[src/rtl/aurora_bus_monitor_if.sv]
// Channel-side and debug-side signal bundle of the Aurora bus monitor.
// The monitor itself sits on the slave modport; the channel tap / ILA side uses master.
interface aurora_bus_monitor_if #(
    parameter int DATA_W = 32,
    parameter int NUM_CH = 2,
    parameter int FLAG_W = 10,
    parameter int CNT_W  = 16
);
    logic [NUM_CH-1:0]        ch_vld;
    logic [NUM_CH*DATA_W-1:0] ch_dat;
    logic [FLAG_W-1:0]        flags;

    logic [NUM_CH-1:0]        dbg_vld;
    logic [NUM_CH*DATA_W-1:0] dbg_dat;
    logic [FLAG_W-1:0]        dbg_flags;
    logic [NUM_CH-1:0]        dbg_dup;
    logic                     dbg_trig;
    logic [NUM_CH-1:0]        dup_sticky;
    logic [NUM_CH*CNT_W-1:0]  dup_cnt;
    logic [NUM_CH*CNT_W-1:0]  word_cnt;

    modport master (
        output ch_vld, ch_dat, flags,
        input  dbg_vld, dbg_dat, dbg_flags, dbg_dup, dbg_trig,
        input  dup_sticky, dup_cnt, word_cnt
    );

    modport slave (
        input  ch_vld, ch_dat, flags,
        output dbg_vld, dbg_dat, dbg_flags, dbg_dup, dbg_trig,
        output dup_sticky, dup_cnt, word_cnt
    );
endinterface

[src/rtl/aurora_bus_monitor.sv]
// Aurora bus debug tap: per-channel back-to-back duplicate detection with counters,
// and a fixed-latency debug bus (data, flags, dup, trigger) for the ILA.
module aurora_bus_monitor #(
    parameter int DATA_W     = 32,
    parameter int NUM_CH     = 2,
    parameter int FLAG_W     = 10,
    parameter int PIPE_DEPTH = 4,
    parameter int CNT_W      = 16
) (
    input  logic                clk,
    input  logic                rst,
    input  logic                clr,
    aurora_bus_monitor_if.slave bus
);

    localparam logic [CNT_W-1:0] CntOne = CNT_W'(1);

    logic [NUM_CH-1:0]        s1_vld_q;
    logic [NUM_CH*DATA_W-1:0] s1_dat_q;
    logic [FLAG_W-1:0]        s1_flags_q;

    logic [NUM_CH*DATA_W-1:0] last_dat_q, last_dat_d;
    logic [NUM_CH-1:0]        hist_vld_q, hist_vld_d;
    logic [NUM_CH-1:0]        dup_raw;

    logic [NUM_CH-1:0]        vld_pipe_q   [2:PIPE_DEPTH];
    logic [NUM_CH*DATA_W-1:0] dat_pipe_q   [2:PIPE_DEPTH];
    logic [FLAG_W-1:0]        flags_pipe_q [2:PIPE_DEPTH];
    logic [NUM_CH-1:0]        dup_pipe_q   [2:PIPE_DEPTH];
    logic [NUM_CH-1:0]        dup_last_in;
    logic                     trig_q;

    logic [NUM_CH*CNT_W-1:0]  word_cnt_q, word_cnt_d;
    logic [NUM_CH*CNT_W-1:0]  dup_cnt_q, dup_cnt_d;
    logic [NUM_CH-1:0]        sticky_q, sticky_d;

    always_ff @(posedge clk) begin
        if (rst) begin
            s1_vld_q   <= '0;
            s1_dat_q   <= '0;
            s1_flags_q <= '0;
        end else begin
            s1_vld_q   <= bus.ch_vld;
            s1_dat_q   <= bus.ch_dat;
            s1_flags_q <= bus.flags;
        end
    end

    // Compare against the history before it is overwritten by this same word;
    // clr wins over a load so the word after a clear can never match.
    always_comb begin
        last_dat_d = last_dat_q;
        hist_vld_d = hist_vld_q;
        dup_raw    = '0;
        for (int n = 0; n < NUM_CH; n++) begin
            dup_raw[n] = s1_vld_q[n] & hist_vld_q[n] &
                         (s1_dat_q[n*DATA_W +: DATA_W] == last_dat_q[n*DATA_W +: DATA_W]);
            if (clr) begin
                hist_vld_d[n] = 1'b0;
            end else if (s1_vld_q[n]) begin
                hist_vld_d[n]                  = 1'b1;
                last_dat_d[n*DATA_W +: DATA_W] = s1_dat_q[n*DATA_W +: DATA_W];
            end
        end
    end

    // The trigger is registered alongside the last delay stage, so it needs the dup
    // vector that is about to enter that stage.
    if (PIPE_DEPTH == 2) begin : g_short_pipe
        assign dup_last_in = dup_raw;
    end else begin : g_long_pipe
        assign dup_last_in = dup_pipe_q[PIPE_DEPTH-1];
    end

    always_ff @(posedge clk) begin
        if (rst) begin
            for (int k = 2; k <= PIPE_DEPTH; k++) begin
                vld_pipe_q[k]   <= '0;
                dat_pipe_q[k]   <= '0;
                flags_pipe_q[k] <= '0;
                dup_pipe_q[k]   <= '0;
            end
            trig_q <= 1'b0;
        end else begin
            vld_pipe_q[2]   <= s1_vld_q;
            dat_pipe_q[2]   <= s1_dat_q;
            flags_pipe_q[2] <= s1_flags_q;
            dup_pipe_q[2]   <= dup_raw;
            for (int k = 3; k <= PIPE_DEPTH; k++) begin
                vld_pipe_q[k]   <= vld_pipe_q[k-1];
                dat_pipe_q[k]   <= dat_pipe_q[k-1];
                flags_pipe_q[k] <= flags_pipe_q[k-1];
                dup_pipe_q[k]   <= dup_pipe_q[k-1];
            end
            trig_q <= |dup_last_in;
        end
    end

    // Statistics follow stage 2 rather than the debug output; word counts wrap,
    // duplicate counts stick at all-ones.
    always_comb begin
        word_cnt_d = word_cnt_q;
        dup_cnt_d  = dup_cnt_q;
        sticky_d   = sticky_q;
        if (clr) begin
            word_cnt_d = '0;
            dup_cnt_d  = '0;
            sticky_d   = '0;
        end else begin
            for (int n = 0; n < NUM_CH; n++) begin
                if (vld_pipe_q[2][n]) begin
                    word_cnt_d[n*CNT_W +: CNT_W] = word_cnt_q[n*CNT_W +: CNT_W] + CntOne;
                end
                if (dup_pipe_q[2][n]) begin
                    sticky_d[n] = 1'b1;
                    if (dup_cnt_q[n*CNT_W +: CNT_W] != '1) begin
                        dup_cnt_d[n*CNT_W +: CNT_W] = dup_cnt_q[n*CNT_W +: CNT_W] + CntOne;
                    end
                end
            end
        end
    end

    always_ff @(posedge clk) begin
        if (rst) begin
            last_dat_q <= '0;
            hist_vld_q <= '0;
            word_cnt_q <= '0;
            dup_cnt_q  <= '0;
            sticky_q   <= '0;
        end else begin
            last_dat_q <= last_dat_d;
            hist_vld_q <= hist_vld_d;
            word_cnt_q <= word_cnt_d;
            dup_cnt_q  <= dup_cnt_d;
            sticky_q   <= sticky_d;
        end
    end

    assign bus.dbg_vld    = vld_pipe_q[PIPE_DEPTH];
    assign bus.dbg_dat    = dat_pipe_q[PIPE_DEPTH];
    assign bus.dbg_flags  = flags_pipe_q[PIPE_DEPTH];
    assign bus.dbg_dup    = dup_pipe_q[PIPE_DEPTH];
    assign bus.dbg_trig   = trig_q;
    assign bus.dup_sticky = sticky_q;
    assign bus.dup_cnt    = dup_cnt_q;
    assign bus.word_cnt   = word_cnt_q;

endmodule

[src/flat_wrapper.sv]
// flat-port wrapper written by rule: the top's interface ports become plain ports
module aurora_bus_monitor_flat 
#(
    parameter int DATA_W     = 32,
    parameter int NUM_CH     = 2,
    parameter int FLAG_W     = 10,
    parameter int PIPE_DEPTH = 4,
    parameter int CNT_W      = 16
)
  (clk, rst, clr, bus_ch_vld, bus_ch_dat, bus_flags, bus_dbg_vld, bus_dbg_dat, bus_dbg_flags, bus_dbg_dup, bus_dbg_trig, bus_dup_sticky, bus_dup_cnt, bus_word_cnt);
  aurora_bus_monitor_if #(.DATA_W(DATA_W), .NUM_CH(NUM_CH), .FLAG_W(FLAG_W), .CNT_W(CNT_W)) bus_i ();
  input  logic clk;
  input  logic rst;
  input  logic clr;
  input wire logic [$bits(bus_i.ch_vld)-1:0] bus_ch_vld;
  input wire logic [$bits(bus_i.ch_dat)-1:0] bus_ch_dat;
  input wire logic [$bits(bus_i.flags)-1:0] bus_flags;
  output wire logic [$bits(bus_i.dbg_vld)-1:0] bus_dbg_vld;
  output wire logic [$bits(bus_i.dbg_dat)-1:0] bus_dbg_dat;
  output wire logic [$bits(bus_i.dbg_flags)-1:0] bus_dbg_flags;
  output wire logic [$bits(bus_i.dbg_dup)-1:0] bus_dbg_dup;
  output wire logic [$bits(bus_i.dbg_trig)-1:0] bus_dbg_trig;
  output wire logic [$bits(bus_i.dup_sticky)-1:0] bus_dup_sticky;
  output wire logic [$bits(bus_i.dup_cnt)-1:0] bus_dup_cnt;
  output wire logic [$bits(bus_i.word_cnt)-1:0] bus_word_cnt;
  assign bus_i.ch_vld = bus_ch_vld;
  assign bus_i.ch_dat = bus_ch_dat;
  assign bus_i.flags = bus_flags;
  assign bus_dbg_vld = bus_i.dbg_vld;
  assign bus_dbg_dat = bus_i.dbg_dat;
  assign bus_dbg_flags = bus_i.dbg_flags;
  assign bus_dbg_dup = bus_i.dbg_dup;
  assign bus_dbg_trig = bus_i.dbg_trig;
  assign bus_dup_sticky = bus_i.dup_sticky;
  assign bus_dup_cnt = bus_i.dup_cnt;
  assign bus_word_cnt = bus_i.word_cnt;
  aurora_bus_monitor #(.DATA_W(DATA_W), .NUM_CH(NUM_CH), .FLAG_W(FLAG_W), .PIPE_DEPTH(PIPE_DEPTH), .CNT_W(CNT_W)) u_core (.clk(clk), .rst(rst), .clr(clr), .bus(bus_i));
endmodule
[config.mk]
export PLATFORM = sky130hd
export DESIGN_NAME = aurora_bus_monitor_flat
export DESIGN_NICKNAME = d
export VERILOG_FILES = /design/src/rtl/aurora_bus_monitor_if.sv /design/src/rtl/aurora_bus_monitor.sv /design/src/flat_wrapper.sv
export SDC_FILE = /design/constraint.sdc
export NUM_CORES = 1
export LEC_CHECK = 0
export CORE_AREA = 2 2 165 167
export DETAILED_ROUTE_END_ITERATION = 6
export DIE_AREA = 0 0 167 169
export DONT_BUFFER_PORTS = 1
export PLACE_DENSITY = 0.69
export SLEW_MARGIN = 10
export SYNTH_ARGS = -nofsm -noshare
export SYNTH_HDL_FRONTEND = slang
export SYNTH_SLANG_ARGS = --single-unit
[constraint.sdc]
create_clock -name clk -period 3.13 [get_ports clk]
set_input_delay 0.4695 -clock clk [delete_from_list [all_inputs] [get_ports clk]]
set_output_delay 0.4695 -clock clk [all_outputs]
set_load 0.005 [all_outputs]
# == Word-level counts from Yosys, hierarchy flattened ==
# Memories as Yosys holds them, arrays and structs flattened.
# Index checks and enable logic that the tools add are counted.
# totals
register_bits,209
ramBits,234
inputBits,79
output_inout_bits,145
elab_cells,64
memories,4
# op_classes
add_sub_neg,4
eq_ne,4
mux,15
n_bitwise,17
reduce_logical,6
# memory_table
memory,depth,width,rd,rd_clocked_by_memory_dff,write_ports,line_no,rtl
u_core.dat_pipe_q,3,64,3,0,3,aurora_bus_monitor.sv:27,logic [NUM_CH*DATA_W-1:0] dat_pipe_q [2:PIPE_DEPTH];
u_core.flags_pipe_q,3,10,3,0,3,aurora_bus_monitor.sv:28,logic [FLAG_W-1:0] flags_pipe_q [2:PIPE_DEPTH];
u_core.dup_pipe_q,3,2,3,0,3,aurora_bus_monitor.sv:29,logic [NUM_CH-1:0] dup_pipe_q [2:PIPE_DEPTH];
u_core.vld_pipe_q,3,2,3,0,3,aurora_bus_monitor.sv:26,logic [NUM_CH-1:0] vld_pipe_q [2:PIPE_DEPTH];
# op_table
op,n
64-bit 2-to-1 mux,3
"16-bit by 1-bit adder with 16-bit output, second input constant",4
32-bit == test,2
"16-bit != test, second input constant",2
10-bit 2-to-1 mux,3
2-bit 2-to-1 mux,6
1-bit OR,12
2-bit AND reduction,4
1-bit bitwise AND,4
2-bit OR reduction,2
1-bit 2-to-1 mux,3
1-bit inverter,1

# == Longest topological paths before layout ==
# Gate-level depths: netlist of run 1.
# depth
depth_word,3
depth_mapped,5

# == Worst setup path after synthesis of run 1 ==
# No wires, ideal clock.
# synth_timing
kind,reg-to-reg
start,"register u_core.dup_cnt_q[16], in the netlist u_core.bus.dup_cnt[16]"
end,"register u_core.dup_cnt_q[19], in the netlist u_core.bus.dup_cnt[19]"
arrival_ps,1621
path_slack_ps,1377
stages_incl_launch_ff,6
n_path_buf,0
synth_period_minus_slack_ps,1753
path_cell_list,dfxtp_1 ha_1 nand4_1 o41ai_2 or3_1 a21oi_1
# synth_via
elab_chain_len,2
# synth_rtl
element,line_no,rtl
start: declaration,aurora_bus_monitor.sv:34,"logic [NUM_CH*CNT_W-1:0] dup_cnt_q, dup_cnt_d;"
start signal: assignment,aurora_bus_monitor.sv:135,dup_cnt_q <= dup_cnt_d;
branches (longest 2 deep; another with 16-bit by 1-bit adder with 16-bit output),-,
# Parallel ways; which one is timed is not known.
# A chain may end at the register's enable or synchronous reset.

# == Worst setup path after layout of run 1 ==
# layout_timing
start,"register u_core.dup_cnt_q[16], in the netlist u_core.bus.dup_cnt[16]"
end,"register u_core.dup_cnt_q[23], in the netlist u_core.bus.dup_cnt[23]"
# Same word-level chain as after synthesis.

==> results.ini, run 1 <==
[route]
drt_wl_total_mm = 25.6
dr.pass1.iters = 5
wl_met3_mm = 1.74
dr_total_vias = 8724
drt-met1-wl_mm = 11.5
drc = 0
highest-signal-layer = met4
initialDrtViolationCount = 567
drt-wirelength-per-cell_um = 14.6
via_per_inst = 4.98
antenna_left = 0
wl_met2_mm = 11.8

[setup_path]
crit-reg2reg-launch = u_core.bus.dup_cnt[16]$_SDFFE_PP0P_
rrSetupSlack_ns = 1.06
critPathRequiredTime_ns = 3.54
critical_path_class = reg2reg
endpoint_kind = flip-flop
cp-start-kind = flip-flop
rr_endpoint = u_core.bus.dup_cnt[23]$_SDFFE_PP0P_
crit_fanout = 8
worstPathCellList = ha_1, nand4_1, nor4_2, o311ai_0, o41ai_1
crit_slowest_cell = nor4_2
arrival_ns = 2.48
cp_slowest_stage_delay_ns = 0.66
ff2ff_path_depth = 5

[clock_network]
clockBufferDepth = 3
cts.sinks = 443
ctsHoldBuffers = 0
worstSkewPairLatency_ns = 0.52
root_buffer = clkbuf_16
clkTransAtPathRegs_ns = 0.06
cts_tree = done
post-cts-setup-buffers = 0
htree_num_levels = 2
cts_buffers = 43
ctsResizeCount = 0

[timing]
slew_headroom = 0.439
holdWs_ns = 0.0231
fin_setup_tns_ns = 0
worst_slack_ns = 1.06
min_period_ns = 2.07
rsz0062_at_grt = no
fmax_mhz = 483
hold_violations = 0
setup_viol = 0
finalClockSkew_ns = 0.00940
worst-slew-pin-transition_ns = 0.834
slew_violations = 0
fin_crit_sh = 0.661

[worst_hold_path]
hold_class = in2reg
min_from = rst
whs_path_depth = 1
whs_endpoint = u_core.s1_dat_q[26]$_SDFF_PP0_

[run]
drv_cap = 0

[floorplan]
rows = 60
core_area_um2 = 26500
dieArea_um2 = 28200
ioPinCount = 224
fp.dieH_um = 169
start_util = 0.540
die_w_um = 167

[synth]
async_flop_share = 0
synthFlopType = dfxtp_1
postSynthAreaPerCell_um2 = 10.3
synth-xor-area-share = 0.0508
synth-simple-area-share = 0.247
synth_top_family_by_area = simple AND/OR/NAND/NOR gates
syn_nets = 1473
yosysSeqAreaShare = 0.620
muxShareOfSynthArea = 0.00210
ys_types = 42
synth-adder-area-share = 0.00350
ys_ff_latch = 443
syn-cell-area_um2 = 14300
synth-compound-area-share = 0.0559
yosysWarnings = 0
synth_edf_count = 0
syn_inst = 1390

[global_routing]
antenna_found_initial = 6
grt_overflow_total = 0
grt_max_degree = 376
grt_pass1_wl_mm = 41.4
grt_usage = 0.178
grt_pass1_vias = 8128

[placement]
gp_congestion = 0.815
port_buffers = 0
dp_slack_ns = 1.08
dpl.hpwl_mm = 16.2
place_area_um2 = 14500

[cells_and_area]
layout-drive-gt1-share = 0.0633
syn_to_final_growth_pct = 12.1
fin_nets = 1456
postLayoutCoreUtil = 0.605
design_area_um2 = 16000

[outcome]
status = finished, final reports clean

[power_and_ir_drop]
pwr_density_cell_nw_per_um2 = 714
leakage_nw = 5.92
peakVddDrop_v = 0.000652

==> metal layers <==
metal / global-route usage / up-vias
met5: 0 / -
met4: 0.0618 / 0
met3: 0.0493 / 51
met2: 0.287 / 223
met1: 0.230 / 3919
li1: - / 4531
==> registers in the layout (all words and copies together), names as in the netlist, 6 cells and up <==
register / flops
u_core.dat_pipe_q: 192
u_core.dup_pipe_q: 6
u_core.last_dat_q: 64
u_core.s1_dat_q: 64
u_core.flags_pipe_q: 30
u_core.bus.dup_cnt: 32
u_core.vld_pipe_q: 6
u_core.s1_flags_q: 10
u_core.bus.word_cnt: 32
==> worst max-delay path, delay by kind of cell, from the launching register on <==
kind / cells / cell delay, ns
and+or+nand+nor: 2 / 0.94
adders and majority gates: 1 / 0.28
DFF: 1 / 0.44
AOI/OAI and AO/OA: 2 / 0.30
==> cell type report <==
class	instances	area (µm²)
well taps	341	427
diodes	6	15.0
repair buffers	6	45.0
clock buffers	58	1210
inverters	10	37.5
flip-flops and latches	443	8870
fillers	2233	10500
multi-input cells	869	5140
clock inverters	19	283
==> worst max path at each step <==
stage,depth (start not counted),slack (ns),startpoint,end
4_1_cts,5,1.08,u_core.bus.dup_cnt[16]$_SDFFE_PP0P_,u_core.bus.dup_cnt[23]$_SDFFE_PP0P_
3_5_place_dp,5,1.08,u_core.bus.dup_cnt[16]$_SDFFE_PP0P_,u_core.bus.dup_cnt[23]$_SDFFE_PP0P_
6_report,5,1.06,u_core.bus.dup_cnt[16]$_SDFFE_PP0P_,u_core.bus.dup_cnt[23]$_SDFFE_PP0P_
5_1_grt,5,0.80,u_core.bus.dup_cnt[16]$_SDFFE_PP0P_,u_core.bus.dup_cnt[23]$_SDFFE_PP0P_
2_1_floorplan,5,1.38,u_core.bus.dup_cnt[16]$_SDFFE_PP0P_,u_core.bus.dup_cnt[19]$_SDFFE_PP0P_
3_3_place_gp,5,1.17,u_core.bus.dup_cnt[16]$_SDFFE_PP0P_,u_core.bus.dup_cnt[21]$_SDFFE_PP0P_
==> kinds of logic after synthesis <==
kind of cell,Yosys count
XOR/XNOR,83
AO/OA/AOI/OAI,141
AND/OR/NAND/NOR,638
adder cells (fa/ha/maj),4
flip-flops,443
buffers and inverters,78
multiplexers,3
==> power by group <==
| part | internal (W) | total, W | switching, W |
|---|---|---|---|
| Sequential | 0.00579 | 0.00587 | 0.0000828 |
| Clock | 0.00330 | 0.00534 | 0.00205 |
| Combinational | 0.000129 | 0.000234 | 0.000105 |
==> cell usage in the layout (no fill, tap or decap), types with 18 or more instances in the layout <==
master	instances
nor2_1	41
a21oi_1	93
xor2_1	44
o21ai_0	20
dfxtp_1	443
nand4_1	21
xnor2_1	39
nand2_1	151
nor2b_1	307
nand3_1	30
or3_1	18
clkbuf_16	43
==> per-stage QoR <==
step | instances | total power [W]
floorplan | 1390 | 0.00623
global placement | 1669 | 0.00623
detailed placement | 1669 | 0.00624
CTS | 1746 | 0.0116
global route | 1750 | 0.0118
finish | 1752 | 0.0115
==> synth_stat cells, drive strengths merged (7+ instances only) <==
cell,count,area (µm²)
a21oi,93,465
and3,8,50.1
and4,7,61.3
buf,7,32.5
clkbuf,61,229
dfxtp,443,8870
inv,10,37.5
nand2,151,567
nand3,31,160
nand4,24,178
nor2,41,154
nor2b,309,1930
nor3,17,85.1
nor4,13,87.6
o21ai,21,105
o31ai,8,60.1
or3,19,120
or4,13,101
xnor2,39,342
xor2,44,385
(Power assumes the default switching activity.)
==> run 2, diff against run 1 <==
- PLACE_DENSITY: 0.69 -> 0.72
- clock period: 3.13 -> 1.85 ns (I/O delays scaled with it)
==> results.ini, run 2 (same netlist as run 1, synthesis figures left out) <==
[setup_path]
critical_path_class = reg2reg  ; unchanged
crit_fanout = 7  ; was 8
endpoint_kind = flip-flop  ; unchanged
critPathRequiredTime_ns = 2.31  ; was 3.54 ns
cp-start-kind = flip-flop  ; unchanged
crit-reg2reg-launch = u_core.bus.word_cnt[22]$_SDFFE_PP0P_  ; was u_core.bus.dup_cnt[16]$_SDFFE_PP0P_
rrSetupSlack_ns = 0.04  ; was 1.06 ns
arrival_ns = 2.26  ; was 2.48 ns
ff2ff_path_depth = 4  ; was 5
rr_endpoint = u_core.bus.word_cnt[31]$_SDFFE_PP0P_  ; was u_core.bus.dup_cnt[23]$_SDFFE_PP0P_

[global_routing]
antenna_found_initial = 3  ; was 6
grt_overflow_total = 0  ; unchanged
grt_pass1_wl_mm = 52.9  ; was 41.4 mm
grt_usage = 0.228  ; was 0.178
grt_max_degree = 294  ; was 376
grt_pass1_vias = 10700  ; was 8,128

[clock_network]
clkTransAtPathRegs_ns = 0.06  ; about the same
htree_num_levels = 2  ; unchanged
cts_buffers = 43  ; unchanged
cts.sinks = 443  ; unchanged
cts_tree = done  ; unchanged
worstSkewPairLatency_ns = 0.53  ; was 0.52 ns
clockBufferDepth = 3  ; unchanged
root_buffer = clkbuf_16  ; unchanged

[worst_hold_path]
whs_endpoint = u_core.dup_pipe_q[2][0]$_SDFF_PP0_  ; was u_core.s1_dat_q[26]$_SDFF_PP0_
min_from = rst  ; unchanged
whs_path_depth = 4  ; was 1
hold_class = in2reg  ; unchanged

[cells_and_area]
postLayoutCoreUtil = 0.743  ; was 0.605
biggestRegsByFlops = u_core.dat_pipe_q: 192 flops, u_core.last_dat_q: 64 flops, u_core.s1_dat_q: 64 flops  ; unchanged
regMostFlops = u_core.dat_pipe_q  ; unchanged
fill_cells = 1730  ; was 2,233
fin_nets = 1831  ; was 1,456
syn_to_final_growth_pct = 37.7  ; was 12.1%
final_cells = 2123  ; was 1,752
final_common_cell = dfxtp_1  ; unchanged
layout-drive-gt1-share = 0.0675  ; was 0.0633
largest_register_ff_count = 192  ; unchanged
final_cell_mix = dfxtp_1, dlygate4sd3_1, nor2b_1, nand2_1, a21oi_1  ; was dfxtp_1, nor2b_1, nand2_1, a21oi_1, xor2_1

[route]
drt_wl_total_mm = 33.0  ; was 25.6 mm
initialDrtViolationCount = 555  ; was 567
drc = 0  ; unchanged
dr.pass1.iters = 5  ; unchanged
drt-wirelength-per-cell_um = 15.5  ; was 14.6 µm
via_per_inst = 5.02  ; was 4.98
antenna_left = 0  ; unchanged
dr_total_vias = 10700  ; was 8,724

[floorplan]
core_area_um2 = 26500  ; unchanged
die_w_um = 167  ; unchanged
start_util = 0.540  ; unchanged
ioPinCount = 224  ; unchanged
dieArea_um2 = 28200  ; unchanged
rows = 60  ; unchanged
fp.dieH_um = 169  ; unchanged

[timing]
min_period_ns = 1.81  ; was 2.07 ns
hold_violations = 0  ; unchanged
fmax_mhz = 553  ; was 483 MHz
rsz0062_at_grt = no  ; unchanged
worst-slew-pin-transition_ns = 0.447  ; was 0.834 ns
setup_viol = 0  ; unchanged
finalClockSkew_ns = 0.0113  ; was 0.00940 ns
slew_headroom = 0.700  ; was 0.439
slew_violations = 0  ; unchanged
worst_slack_ns = 0.0417  ; was 1.06 ns
fin_setup_tns_ns = 0  ; unchanged
fin_crit_sh = 0.977  ; was 0.661

[placement]
dpl.hpwl_mm = 17.0  ; was 16.2 mm
port_buffers = 0  ; unchanged
placed_cells = 1699  ; was 1,669
gp_congestion = 0.769  ; was 0.815
dp_slack_ns = 0.0643  ; was 1.08 ns

[outcome]
status = finished, final reports clean  ; unchanged

[power_and_ir_drop]
peakVddDrop_v = 0.00111  ; was 0.000652 V
leakage_nw = 8.16  ; was 5.92 nW
p_total_w = 0.0196  ; was 0.0115 W
pwr_density_cell_nw_per_um2 = 993  ; was 714 nW/µm²

[run]
drv_cap = 0  ; unchanged

## run 2: cell count changes in the layout (fill, tap and decap cells not counted), sizes merged, moves of 3 or more
cell         change
clkbuf           +9
bufinv           -5
clkinv           -6
buf             +34
diode            -3
dlygate4sd3    +341
## run 2: final cells by class
class	instances	area, µm²	share of cell area
Timing Repair Buffer	381	3760	0.191
Multi-Input combinational cell	869	5140	0.261
Clock buffer	67	1330	0.0675
Clock inverter	9	119	0.00604
Tap cell	341	427	0.0217
Inverter	10	37.5	0.00191
Sequential cell	443	8870	0.450
Antenna cell	3	7.51	0.000381
## run 2: where the power goes
group          switching, W  total (W)  leakage [nW]  internal [W]
combinational      0.000297   0.000830          3.84      0.000533
clock               0.00355    0.00878         0.707       0.00523
sequential         0.000146    0.00994          3.61       0.00980
total               0.00399     0.0196          8.16        0.0156
## run 2: worst max path at each step
stage	from	to	slack (ns)	cells past startpoint
after floorplan	u_core.bus.dup_cnt[16]$_SDFFE_PP0P_	u_core.bus.dup_cnt[19]$_SDFFE_PP0P_	0.1	5
after global placement	u_core.bus.word_cnt[16]$_SDFFE_PP0P_	u_core.bus.word_cnt[30]$_SDFFE_PP0P_	0.15	5
after detailed placement	u_core.bus.dup_cnt[16]$_SDFFE_PP0P_	u_core.bus.dup_cnt[16]$_SDFFE_PP0P_	0.06	6
after CTS	u_core.bus.dup_cnt[16]$_SDFFE_PP0P_	u_core.bus.dup_cnt[16]$_SDFFE_PP0P_	0.03	6
after global routing	u_core.bus.dup_cnt[24]$_SDFFE_PP0P_	u_core.bus.dup_cnt[31]$_SDFFE_PP0P_	0.009	4
final	u_core.bus.word_cnt[22]$_SDFFE_PP0P_	u_core.bus.word_cnt[31]$_SDFFE_PP0P_	0.04	4
## run 2: critical path, cell delays in order, from the launching register on
cell	delay, ns
dfxtp_1	0.51
nand4_4	0.14
or4_4	0.54
or3_1	0.36
a21oi_1	0.17
## run 2: metal layers
metal / vias to the layer above / GRT usage / part of all wire
met3: 63 / 0.0538 / 0.060
met1: 5021 / 0.268 / 0.41
li1: 5269 / - / -
met4: 0 / 0.0727 / 0.024
met5: - / 0 / 0
met2: 300 / 0.410 / 0.51
## run 2: metrics by stage
stage,cell area [µm²],hold WS (ns)
6_report,19700,0.0688
3_3_place_gp,14800,0.378
2_1_floorplan,14300,0.361
5_1_grt,19700,0.0889
4_1_cts,19600,0.0197
3_5_place_dp,14800,0.374
## run 2: timing repair
action	4_1_cts	5_1_grt
endpoints found under the hold margin	373	0
endpoints found under the setup margin	0	27
buffers inserted	0	3
hold buffers	342	0
gates resized for setup	0	4
==> run 3, diff against run 2 <==
- CTS_CLUSTER_SIZE: default -> 12
==> results.ini, run 3 (same netlist as run 1, synthesis figures left out) <==
[cells_and_area]
largest_register_ff_count = 192  ; unchanged
fill_cells = 1749  ; was 1,730
final_common_cell = dfxtp_1  ; unchanged
design_area_um2 = 19600  ; was 19,700 µm²
layout-drive-gt1-share = 0.0627  ; was 0.0675
multiInputGateArea_um2 = 5140  ; unchanged
syn_to_final_growth_pct = 37.0  ; was 37.7%
seq_area_um2 = 8870  ; unchanged
final_cell_mix = dfxtp_1, dlygate4sd3_1, nor2b_1, nand2_1, a21oi_1  ; unchanged
regMostFlops = u_core.dat_pipe_q  ; unchanged
biggestRegsByFlops = u_core.dat_pipe_q: 192 flops, u_core.last_dat_q: 64 flops, u_core.s1_dat_q: 64 flops  ; unchanged
fin_nets = 1833  ; was 1,831

[clock_network]
cts_tree = done  ; unchanged
root_buffer = clkbuf_16  ; unchanged
htree_num_levels = 2  ; unchanged
clockBufferDepth = 3  ; unchanged
cts.sinks = 443  ; unchanged
clkTransAtPathRegs_ns = 0.06  ; about the same
worstSkewPairLatency_ns = 0.53  ; about the same
cts_buffers = 45  ; was 43

[global_routing]
grt_pass1_vias = 10900  ; was 10.7k
grt_usage = 0.235  ; was 0.228
antenna_found_initial = 2  ; was 3
grt_max_degree = 294  ; unchanged
grt_pass1_wl_mm = 54.1  ; was 52.9 mm
grt_overflow_total = 0  ; unchanged

[setup_path]
path_common_cell = nor3_1
rr_endpoint = u_core.bus.dup_cnt[22]$_SDFFE_PP0P_  ; was u_core.bus.word_cnt[31]$_SDFFE_PP0P_
cp-start-kind = flip-flop  ; unchanged
endpoint_kind = flip-flop  ; unchanged
ff2ff_path_depth = 6  ; was 4
crit-reg2reg-launch = u_core.bus.dup_cnt[16]$_SDFFE_PP0P_  ; was u_core.bus.word_cnt[22]$_SDFFE_PP0P_
critPathRequiredTime_ns = 2.30  ; was 2.31 ns
worstPathCellList = ha_1, nand4_1, nor4_2, buf_4, nor3_1, nor3_1  ; was nand4_4, or4_4, or3_1, a21oi_1
crit_fanout = 7  ; unchanged
crit_slowest_cell = nor4_2  ; was or4_4
rrSetupSlack_ns = 0.08  ; was 0.04 ns
cp_slowest_stage_delay_ns = 0.39  ; was 0.54 ns
path_delay_family = simple AND/OR/NAND/NOR gates  ; unchanged
critPathBufInv = 1  ; was 0
cp-startpoint = u_core.bus.dup_cnt[16]$_SDFFE_PP0P_  ; was u_core.bus.word_cnt[22]$_SDFFE_PP0P_
arrival_ns = 2.22  ; was 2.26 ns
critical_path_class = reg2reg  ; unchanged

[floorplan]
start_util = 0.540  ; unchanged
core_area_um2 = 26500  ; unchanged
rows = 60  ; unchanged
fp.dieH_um = 169  ; unchanged
dieArea_um2 = 28200  ; unchanged
ioPinCount = 224  ; unchanged
die_w_um = 167  ; unchanged

[outcome]
status = finished, final reports clean  ; unchanged

[route]
via_per_inst = 5.09  ; was 5.02
drt_wl_total_mm = 33.9  ; was 33.0 mm
antenna_left = 0  ; unchanged
wl_met2_mm = 17.1  ; was 16.8 mm
drt-met1-wl_mm = 13.8  ; was 13.4 mm
wl_met3_mm = 1.82  ; was 1.97 mm
initialDrtViolationCount = 593  ; was 555
drc = 0  ; unchanged
dr.pass1.iters = 5  ; unchanged
dr_total_vias = 10800  ; was 10.7k
drt-wirelength-per-cell_um = 16.0  ; was 15.5 µm
highest-signal-layer = met4  ; unchanged

[power_and_ir_drop]
peakVddDrop_v = 0.00113  ; was 0.00111 V
leakage_nw = 8.12  ; was 8.16 nW
p_total_w = 0.0193  ; was 0.0196 W
pwr_density_cell_nw_per_um2 = 983  ; was 993 nW/µm²

[timing]
fmax_mhz = 565  ; was 553 MHz
hold_violations = 0  ; unchanged
min_period_ns = 1.77  ; was 1.81 ns
worst-slew-pin-transition_ns = 0.720  ; was 0.447 ns
finalClockSkew_ns = 0.0134  ; was 0.0113 ns
slew_headroom = 0.520  ; was 0.700
setup_viol = 0  ; unchanged
slew_violations = 0  ; unchanged
fin_crit_sh = 0.957  ; was 0.977
worst_slack_ns = 0.0787  ; was 0.0417 ns

[worst_hold_path]
whs_path_depth = 3  ; was 4
hold_class = in2reg  ; unchanged
min_from = clr  ; was rst
whs_endpoint = u_core.bus.dup_cnt[5]$_SDFFE_PP0P_  ; was u_core.dup_pipe_q[2][0]$_SDFF_PP0_

[placement]
port_buffers = 0  ; unchanged
dpl.hpwl_mm = 17.0  ; unchanged
dp_slack_ns = 0.0643  ; unchanged
gp_congestion = 0.769  ; unchanged
place_area_um2 = 14800  ; unchanged

[run]
drv_cap = 0  ; unchanged

-- run 3: area by class of cell --
class | instances | share of cell area
sequential | 443 | 0.453
multi-input combinational | 869 | 0.262
timing repair buffer | 381 | 0.192
clock buffer | 61 | 0.0642
tap | 341 | 0.0218
clock inverter | 6 | 0.00466
inverter | 10 | 0.00192
antenna | 3 | 0.000383
-- run 3: worst max-delay path by stage --
stage,endpoint,slack (ns),cells past startpoint
after detailed placement,u_core.bus.dup_cnt[16]$_SDFFE_PP0P_,0.06,6
after global routing,u_core.bus.dup_cnt[22]$_SDFFE_PP0P_,-0.02,6
after CTS,u_core.bus.dup_cnt[16]$_SDFFE_PP0P_,0.03,6
after global placement,u_core.bus.word_cnt[30]$_SDFFE_PP0P_,0.15,5
after floorplan,u_core.bus.dup_cnt[19]$_SDFFE_PP0P_,0.1,5
final,u_core.bus.dup_cnt[22]$_SDFFE_PP0P_,0.08,6
-- run 3: per-layer routing --
metal,vias to the layer above,track usage
li1,5260,-
met1,5096,0.270
met2,314,0.426
met3,95,0.0540
met4,0,0.0907
met5,-,0
-- run 3: per-stage QoR --
step           TNS, ns  cells  hold slack [ns]  utilization
2_1_floorplan        0   1390            0.361            -
3_3_place_gp         0   1699            0.378        0.557
3_5_place_dp         0   1699            0.374        0.557
4_1_cts              0   2108           0.0168        0.738
5_1_grt        -0.0150   2112           0.0687        0.739
6_report             0   2114           0.0902        0.740
-- run 3: report_power, final --
part,internal (W),total [W],switching (W)
logic,0.000533,0.000833,0.000300
clock network,0.00497,0.00849,0.00351
registers,0.00980,0.00995,0.000148
total,0.0153,0.0193,0.00396
-- run 3: timing repair --
action,4_1_cts,5_1_grt
gates resized for setup,0,6
hold endpoints to repair,373,0
buffers inserted,0,3
hold buffers,342,0
endpoints found under the setup margin,0,27
-- run 3: tightest hold or removal path, delay by kind of cell --
family	cells	cell delay [ns]
simple gates	1	0.03
compound gates	1	0.11
buf+inv	1	0.15
